File: src/rtl/mm_pkg.sv
// rtl/mm_pkg.sv - shared parameters, error codes and FSM states for the matrix multiplier
package mm_pkg;
    localparam int MAX_DIM = 4;
    localparam int IN_W    = 8;
    localparam int OUT_W   = 12;
    localparam int ACC_W   = 20;
    localparam int IDX_W   = $clog2(MAX_DIM);
    localparam int CNT_W   = $clog2(MAX_DIM + 1);

    typedef logic [1:0] ep_t;
    localparam ep_t EP_OK = 2'd0;
    localparam ep_t EP_A  = 2'd1;
    localparam ep_t EP_B  = 2'd2;
    localparam ep_t EP_AB = 2'd3;

    typedef enum logic [1:0] {
        ST_LOAD_A,
        ST_LOAD_B,
        ST_COMPUTE,
        ST_OUTPUT
    } state_t;

    // True when the value is representable in OUT_W signed bits.
    function automatic logic out_range_ok(input logic signed [ACC_W-1:0] v);
        return (&v[ACC_W-1:OUT_W-1]) || !(|v[ACC_W-1:OUT_W-1]);
    endfunction
endpackage

File: src/rtl/mm_if.sv
// rtl/mm_if.sv - element stream in, product stream out
interface mm_if;
    import mm_pkg::*;

    logic signed [IN_W-1:0] in_data;
    logic                   col_end;
    logic                   row_end;
    logic                   busy;
    logic                   valid;
    ep_t                    ep;
    logic                   is_legal;
    logic [OUT_W-1:0]       out_data;
    logic                   change_row;
    logic                   overflow;

    modport slave (
        input  in_data, col_end, row_end,
        output busy, valid, ep, is_legal, out_data, change_row, overflow
    );

    modport master (
        output in_data, col_end, row_end,
        input  busy, valid, ep, is_legal, out_data, change_row, overflow
    );
endinterface

File: src/rtl/mm_mac.sv
// rtl/mm_mac.sv - serial signed multiply-accumulate with output range check
module mm_mac
    import mm_pkg::*;
(
    input  logic                    clk,
    input  logic                    rst,
    input  logic                    en_i,
    input  logic                    clr_i,
    input  logic signed [IN_W-1:0]  a_i,
    input  logic signed [IN_W-1:0]  b_i,
    output logic signed [ACC_W-1:0] acc_o,
    output logic                    ovf_o
);
    logic signed [2*IN_W-1:0] prod_d;
    logic signed [ACC_W-1:0]  acc_d;
    logic signed [ACC_W-1:0]  acc_q;

    // clr_i restarts the sum with the current product rather than zero
    always_comb begin
        prod_d = a_i * b_i;
        acc_d  = (clr_i ? '0 : acc_q) + {{(ACC_W-2*IN_W){prod_d[2*IN_W-1]}}, prod_d};
    end

    always_ff @(posedge clk) begin
        if (rst) begin
            acc_q <= '0;
        end else if (en_i) begin
            acc_q <= acc_d;
        end
    end

    assign acc_o = acc_q;
    assign ovf_o = !out_range_ok(acc_q);
endmodule

File: src/rtl/mm.sv
// rtl/mm.sv - streaming signed matrix multiplier with shape checking
module mm
    import mm_pkg::*;
(
    input  logic clk,
    input  logic rst,
    mm_if.slave  bus
);
    state_t                  state_q;
    logic signed [IN_W-1:0]  a_q [MAX_DIM][MAX_DIM];
    logic signed [IN_W-1:0]  b_q [MAX_DIM][MAX_DIM];
    logic [CNT_W-1:0]        row_q, col_q, ra_q, ca_q, rb_q, cb_q;
    logic [CNT_W-1:0]        i_q, j_q, k_q;
    logic                    a_rag_q, b_rag_q, last_q;
    logic                    busy_q, valid_q, legal_q, chg_q, ovf_q;
    ep_t                     ep_q;
    logic [OUT_W-1:0]        data_q;

    logic                    load_a;
    logic [CNT_W-1:0]        len_d;
    logic                    row_rag_d;
    ep_t                     ep_d;
    logic                    mac_en, mac_clr, mac_ovf;
    logic signed [ACC_W-1:0] mac_acc;

    always_comb begin
        load_a    = (state_q == ST_LOAD_A);
        len_d     = col_q + 1'b1;
        row_rag_d = (row_q != '0) && (len_d != (load_a ? ca_q : cb_q));
        ep_d      = {b_rag_q, a_rag_q};
        mac_en    = (state_q == ST_COMPUTE) && (k_q != ca_q);
        mac_clr   = (k_q == '0);
    end

    mm_mac u_mac (
        .clk   (clk),
        .rst   (rst),
        .en_i  (mac_en),
        .clr_i (mac_clr),
        .a_i   (a_q[i_q[IDX_W-1:0]][k_q[IDX_W-1:0]]),
        .b_i   (b_q[k_q[IDX_W-1:0]][j_q[IDX_W-1:0]]),
        .acc_o (mac_acc),
        .ovf_o (mac_ovf)
    );

    always_ff @(posedge clk) begin
        if (!rst && state_q == ST_LOAD_A) a_q[row_q[IDX_W-1:0]][col_q[IDX_W-1:0]] <= bus.in_data;
        if (!rst && state_q == ST_LOAD_B) b_q[row_q[IDX_W-1:0]][col_q[IDX_W-1:0]] <= bus.in_data;
    end

    always_ff @(posedge clk) begin
        if (rst) begin
            state_q <= ST_LOAD_A;
            row_q   <= '0;
            col_q   <= '0;
            ra_q    <= '0;
            ca_q    <= '0;
            rb_q    <= '0;
            cb_q    <= '0;
            i_q     <= '0;
            j_q     <= '0;
            k_q     <= '0;
            a_rag_q <= 1'b0;
            b_rag_q <= 1'b0;
            last_q  <= 1'b0;
            busy_q  <= 1'b0;
            valid_q <= 1'b0;
            ep_q    <= EP_OK;
            legal_q <= 1'b0;
            data_q  <= '0;
            chg_q   <= 1'b0;
            ovf_q   <= 1'b0;
        end else begin
            case (state_q)
                ST_LOAD_A, ST_LOAD_B: begin
                    if (bus.col_end) begin
                        col_q <= '0;
                        row_q <= row_q + 1'b1;
                        if (row_q == '0) begin
                            if (load_a) ca_q <= len_d;
                            else        cb_q <= len_d;
                        end
                        if (row_rag_d) begin
                            if (load_a) a_rag_q <= 1'b1;
                            else        b_rag_q <= 1'b1;
                        end
                        if (bus.row_end) begin
                            row_q <= '0;
                            if (load_a) begin
                                ra_q    <= row_q + 1'b1;
                                state_q <= ST_LOAD_B;
                            end else begin
                                rb_q    <= row_q + 1'b1;
                                state_q <= ST_COMPUTE;
                                busy_q  <= 1'b1;
                                i_q     <= '0;
                                j_q     <= '0;
                                k_q     <= '0;
                            end
                        end
                    end else begin
                        col_q <= col_q + 1'b1;
                    end
                end
                ST_COMPUTE: begin
                    // Shape errors are resolved before any product is emitted
                    if (k_q == '0 && (ep_d != EP_OK || ca_q != rb_q)) begin
                        ep_q    <= ep_d;
                        legal_q <= 1'b0;
                        data_q  <= '0;
                        chg_q   <= 1'b0;
                        ovf_q   <= 1'b0;
                        valid_q <= 1'b1;
                        last_q  <= 1'b1;
                        state_q <= ST_OUTPUT;
                    end else if (k_q == ca_q) begin
                        ep_q    <= EP_OK;
                        legal_q <= 1'b1;
                        data_q  <= mac_acc[OUT_W-1:0];
                        ovf_q   <= mac_ovf;
                        chg_q   <= (j_q + 1'b1 == cb_q);
                        valid_q <= 1'b1;
                        last_q  <= (i_q + 1'b1 == ra_q) && (j_q + 1'b1 == cb_q);
                        state_q <= ST_OUTPUT;
                    end else begin
                        k_q <= k_q + 1'b1;
                    end
                end
                ST_OUTPUT: begin
                    valid_q <= 1'b0;
                    k_q     <= '0;
                    if (last_q) begin
                        busy_q  <= 1'b0;
                        row_q   <= '0;
                        col_q   <= '0;
                        a_rag_q <= 1'b0;
                        b_rag_q <= 1'b0;
                        last_q  <= 1'b0;
                        state_q <= ST_LOAD_A;
                    end else begin
                        if (j_q + 1'b1 == cb_q) begin
                            j_q <= '0;
                            i_q <= i_q + 1'b1;
                        end else begin
                            j_q <= j_q + 1'b1;
                        end
                        state_q <= ST_COMPUTE;
                    end
                end
                default: state_q <= ST_LOAD_A;
            endcase
        end
    end

    assign bus.busy       = busy_q;
    assign bus.valid      = valid_q;
    assign bus.ep         = ep_q;
    assign bus.is_legal   = legal_q;
    assign bus.out_data   = data_q;
    assign bus.change_row = chg_q;
    assign bus.overflow   = ovf_q;
endmodule

File: src/flat_wrapper.sv
// flat-port wrapper written by rule: the top's interface ports become plain ports
module mm_flat import mm_pkg::*;
  (clk, rst, bus_in_data, bus_col_end, bus_row_end, bus_busy, bus_valid, bus_ep, bus_is_legal, bus_out_data, bus_change_row, bus_overflow);
  mm_if bus_i ();
  input  logic clk;
  input  logic rst;
  input wire logic [$bits(bus_i.in_data)-1:0] bus_in_data;
  input wire logic [$bits(bus_i.col_end)-1:0] bus_col_end;
  input wire logic [$bits(bus_i.row_end)-1:0] bus_row_end;
  output wire logic [$bits(bus_i.busy)-1:0] bus_busy;
  output wire logic [$bits(bus_i.valid)-1:0] bus_valid;
  output wire logic [$bits(bus_i.ep)-1:0] bus_ep;
  output wire logic [$bits(bus_i.is_legal)-1:0] bus_is_legal;
  output wire logic [$bits(bus_i.out_data)-1:0] bus_out_data;
  output wire logic [$bits(bus_i.change_row)-1:0] bus_change_row;
  output wire logic [$bits(bus_i.overflow)-1:0] bus_overflow;
  assign bus_i.in_data = bus_in_data;
  assign bus_i.col_end = bus_col_end;
  assign bus_i.row_end = bus_row_end;
  assign bus_busy = bus_i.busy;
  assign bus_valid = bus_i.valid;
  assign bus_ep = bus_i.ep;
  assign bus_is_legal = bus_i.is_legal;
  assign bus_out_data = bus_i.out_data;
  assign bus_change_row = bus_i.change_row;
  assign bus_overflow = bus_i.overflow;
  mm u_core (.clk(clk), .rst(rst), .bus(bus_i));
endmodule
File: config.mk
export PLATFORM = sky130hd
export DESIGN_NAME = mm_flat
export DESIGN_NICKNAME = d
export VERILOG_FILES = /design/src/rtl/mm_pkg.sv /design/src/rtl/mm_if.sv /design/src/rtl/mm_mac.sv /design/src/rtl/mm.sv /design/src/flat_wrapper.sv
export SDC_FILE = /design/constraint.sdc
export NUM_CORES = 1
export LEC_CHECK = 0
export ABC_AREA = 1
export ABC_CLOCK_PERIOD_IN_PS = 6420
export BUFFER_PORTS_ARGS = -buffer_cell sky130_fd_sc_hd__buf_4
export CAP_MARGIN = 10
export CELL_PAD_IN_SITES_DETAIL_PLACEMENT = 0
export CELL_PAD_IN_SITES_GLOBAL_PLACEMENT = 2
export CORE_MARGIN = 1.5
export CORE_UTILIZATION = 35
export CTS_BUF_LIST = sky130_fd_sc_hd__clkbuf_4
export CTS_CLUSTER_DIAMETER = 150
export DETAILED_ROUTE_END_ITERATION = 12
export GPL_ROUTABILITY_DRIVEN = 0
export HOLD_SLACK_MARGIN = 0.05
export PLACE_DENSITY = 0.69
export SYNTH_ARGS = -nofsm -noshare
export SYNTH_HDL_FRONTEND = slang
export SYNTH_HIERARCHICAL = 1
export SYNTH_SLANG_ARGS = --single-unit
File: constraint.sdc
create_clock -name clk -period 6.42 [get_ports clk]
set_clock_uncertainty 0.05 [all_clocks]
set_input_delay 0.642 -clock clk [delete_from_list [all_inputs] [get_ports clk]]
set_output_delay 0.642 -clock clk [all_outputs]
set_load 0.1 [all_outputs]
==> results.md <==
| Stage | Parameter | This run |
|---|---|---|
| grt | Pin count of the biggest net entering global routing | 38 |
| floorplanning | Initial Utilization | 35.38% |
| yosys | Biggest area contributors in the synthesized netlist | edfxtp_1 (43%), dfxtp_1 (8.5%), fa_1 (6.3%), inv_1 (6.1%), nand2_1 (4.5%) |
| layout | Util after Layout | 43.25% |
| pwr | Total power per unit cell area | 578.2 nW/um^2 |
| run | Number of maximum-capacitance violations | 0 |
| pwr | Worst supply voltage drop on vdd | 0.0007314 V |
| clocking | Number of clock sinks | 331 |
| yosys | Yosys cell types | 46 |
| yosys | Main flop type after synthesis | edfxtp_1 |
| layout | Area of all placed cells without fillers | 21610 um^2 |
| detailed routing | Drt drc | 0 |
| floorplanning | Standard-cell row count | 82 |
| yosys | List of most frequent post-synthesis cells | inv_1 (289), edfxtp_1 (256), nand2_1 (213) |
| timing | Max-slew headroom at the worst pin | 37.70% |
| yosys | Post-Synthesis Mean Instance Area | 10.19 um^2 |
| clocking | Number of CTS-inserted buffers | 92 |
| timing | Final setup fails | 5 |
| yosys | Number of enable-type register cells in the synthesized netlist | 256 |
| pwr | Pwr Total | 12.50 mW |
| timing | Actual transition at the worst max-transition pin | 0.9311 ns |
| status | Run status | finished, violations left |
| clocking | Number of hold buffers added after cts | 0 |
| setup path | Most numerous cell on the critical path | nand2_1 |
| layout | Fin nets | 2097 |
| setup path | Family with the most delay on the worst path | adder cells |
| yosys | Most used standard cell by instance count after synthesis | inv_1 |
| yosys | Synth Instances | 1734 |
| clocking | Clock latency on the worst-skew pair | 0.81 ns |
| setup path | Data arrival time of the worst path | 7.12 ns |
| floorplanning | Floorplan Core Area | 49970 um^2 |
| clocking | Longest Clk Path Bufs | 3 |
| grt | Global routing usage summed across all routing layers | 17.65% |
| floorplanning | Die Span Y | 227.7 um |
| setup path | Highest net fanout along the worst path | 5 |
| setup path | Critical Path Sink Type | flop |
| yosys | Library cell occupying the most area in the post-synthesis netlist | edfxtp_1 |
| timing | Total Negative Setup Slacks | -0.2941 ns |
| setup path | Count of buffer and inverter cells on the critical path | 7 |
| floorplanning | Floorplan die width | 227.7 um |
| yosys | Syn Std Cell Area | 17680 um^2 |
| layout | Signed area change from the synthesized netlist to the final layout | 22.25% |
| yosys | Fraction of post-synthesis cell area in the top cell type by area | 43.49% |
| layout | Multi-input gate area | 7337 um^2 |
| clocking | CTS tree | done |
| setup path | Critical setup path kind | flop to flop |
| clocking | Cell chosen for the clock root | clkbuf_4 |
| layout | Layout cells sized above 1 | 26.65% |
| detailed routing | Mean routed wirelength per cell | 16.92 um |
| floorplanning | Total die area | 51860 um^2 |
| placed design | Cell area reported after detailed placement | 19460 um^2 |
| detailed routing | Number of search-and-repair iterations in the first detailed-routing pass | 5 |
| setup path | Highest cell delay on the worst timing path | 0.55 ns |
| yosys | Share of async-settable or async-resettable flops after synthesis | 0% |
| yosys | #FFs+latches synth | 331 |
| timing | Minimum hold slack | 0.1650 ns |
| setup path | Launching element type of the critical path | flop |
| timing | Setup WS post-layout | -0.08664 ns |
| detailed routing | Final wirelength | 45.78 mm |
| timing | Final Hold Fails | 0 |
| grt | Total grt overflow | 0 |
| detailed routing | Via count | 12650 |
| placed design | Half-perimeter wire length of the detailed placement result | 30.55 mm |
| timing | Shortest clock period the worst path allows after layout | 6.507 ns |
| timing | Max Clock Freq | 153.7 MHz |
| detailed routing | Count of nets left with antenna violations after detail routing | 0 |
| grt | Number of global-route vias before repair | 12740 |
| layout | Sequential cell area in the final layout | 9198 um^2 |
| setup path | Required time of the worst setup path | 7.03 ns |
| detailed routing | Iter 0 DRT Violations | 714 |
| timing | Setup repair after global routing missed its margin | true |
| clocking | Clock-pin slew of the registers on the worst-case setup and hold paths | 0.06 ns |
| timing | Max-slew violation count | 0 |
| placed design | Count of buffers from port buffering | 30 |
| floorplanning | Boundary Pins | 31 |
| layout | Number of fill cells in the layout | 4884 |
| yosys | Yosys Warn Count | 6 |
| yosys | Net count of the mapped netlist | 1862 |
| hold path | Hold Crit Class | input port to flop |
| timing | Share of the cycle needed by the critical path after routing | 101.3% |
| detailed routing | Average vias per placed instance | 4.678 |
| yosys | Sequential cell area fraction in the yosys report | 51.98% |
| clocking | H-tree levels | 3 |
| grt | Number of antenna violations at the first check in global routing | 3 |
| setup path | Highest-delay cell along the critical path | fa_1 |
| grt | Wire length of the first global-routing pass | 71.09 mm |
| status | Violated checks | setup timing |
| pwr | Leakage power of the design | 8.978 nW |
final timing paths:
kind                                      startpoint                             endpoint  slack (ns)  depth (start not counted)
setup reg to reg                                flop  u_core/u_mac/acc_o[19]$_SDFFE_PP0P_       -0.09                         40
setup / recovery                                flop  u_core/u_mac/acc_o[19]$_SDFFE_PP0P_       -0.09                         40
hold / removal                                   rst  u_core/bus.out_data[9]$_SDFFE_PP0P_        0.17                          2
hold reg to reg   u_core/u_mac/acc_o[0]$_SDFFE_PP0P_  u_core/bus.out_data[0]$_SDFFE_PP0P_        0.41                          2
flip-flops by register name (all words and copies together), names as in the netlist, 2 cells and up, named ones only:
| register | flops |
|---|---|
| u_core/a_q | 128 |
| u_core/b_q | 128 |
| u_core/bus.ep | 2 |
| u_core/bus.out_data | 12 |
| u_core/ca_q | 3 |
| u_core/cb_q | 3 |
| u_core/col_q | 3 |
| u_core/i_q | 3 |
| u_core/j_q | 3 |
| u_core/k_q | 3 |
| u_core/ra_q | 3 |
| u_core/rb_q | 3 |
| u_core/row_q | 3 |
| u_core/state_q | 2 |
| u_core/u_mac/acc_o | 20 |
through the flow:
| stage | cells | setup slack, ns |
|---|---|---|
| final | 2705 | -0.08664 |
| after global placement | 2491 | -0.3118 |
| after CTS | 2663 | -0.1393 |
| after global routing | 2704 | -0.5132 |
| after detailed placement | 2491 | -0.3737 |
| after floorplan | 1734 | 0.1142 |
routing by layer:
metal / GRT usage [%] / up-vias / routed length, um
li1: - / 6339 / -
met1: 23.74 / 5998 / 21560
met2: 28.67 / 254 / 21490
met3: 3.688 / 63 / 1921
met4: 5.104 / 0 / 811
met5: 0 / - / 0
placed cells by master, fill, tap and decap left out, drive strengths merged, types with 2 or more instances in the layout:
master,n
a21o,2
o211ai,66
a211oi,4
nand3,57
xor2,25
ha,60
nor2,110
a21oi,148
nand2,251
nor4,2
edfxtp,256
o21bai,2
diode,3
clkbuf,141
xnor2,20
mux2i,64
buf,214
dfxtp,75
inv,303
nor3,4
a31oi,7
clkinv,16
o21ai,133
fa,56
nand4,7
layout make-up:
cell class                 count  share of cell area, %
antenna                        3                0.03474
clock buffer                 138                  4.794
clock inverter                17                 0.4516
inverter                     304                  5.327
multi-input combinational   1022                  33.95
sequential                   331                  42.56
tap                          672                  3.891
timing repair buffer         218                  8.991
logic make-up after synthesis:
logic type      synth area share, %
buf+inv                       8.628
flops                         51.98
fa+ha+maj                     10.59
mux                           3.624
compound gates                11.69
xor+xnor                      2.272
simple gates                  11.22
worst register-to-register path: cells and delay by family (launching register included):
| family | cells | cell delay [ns] |
|---|---|---|
| muxes | 1 | 0.20 |
| adders and majority gates | 6 | 2.60 |
| xor gates and xnor gates | 1 | 0.08 |
| and+or+nand+nor | 19 | 1.62 |
| DFF | 1 | 0.41 |
| buffers and inverters | 7 | 0.50 |
| AOI/OAI and AO/OA | 6 | 0.90 |
timing repair:
item | CTS | global route
setup endpoints to repair | 9 | 11
resized for setup | 51 | 106
cloned | 1 | 3
pin swaps | 42 | 58
setup buffers | 17 | 36
power breakdown:
| part | switching (mW) | internal, mW | total (mW) |
|---|---|---|---|
| Clock | 0.854 | 1.01 | 1.86 |
| Sequential | 0.0209 | 2.34 | 2.36 |
| Combinational | 4.26 | 4.02 | 8.28 |
Note: power is estimated with default switching activity, not from simulation.
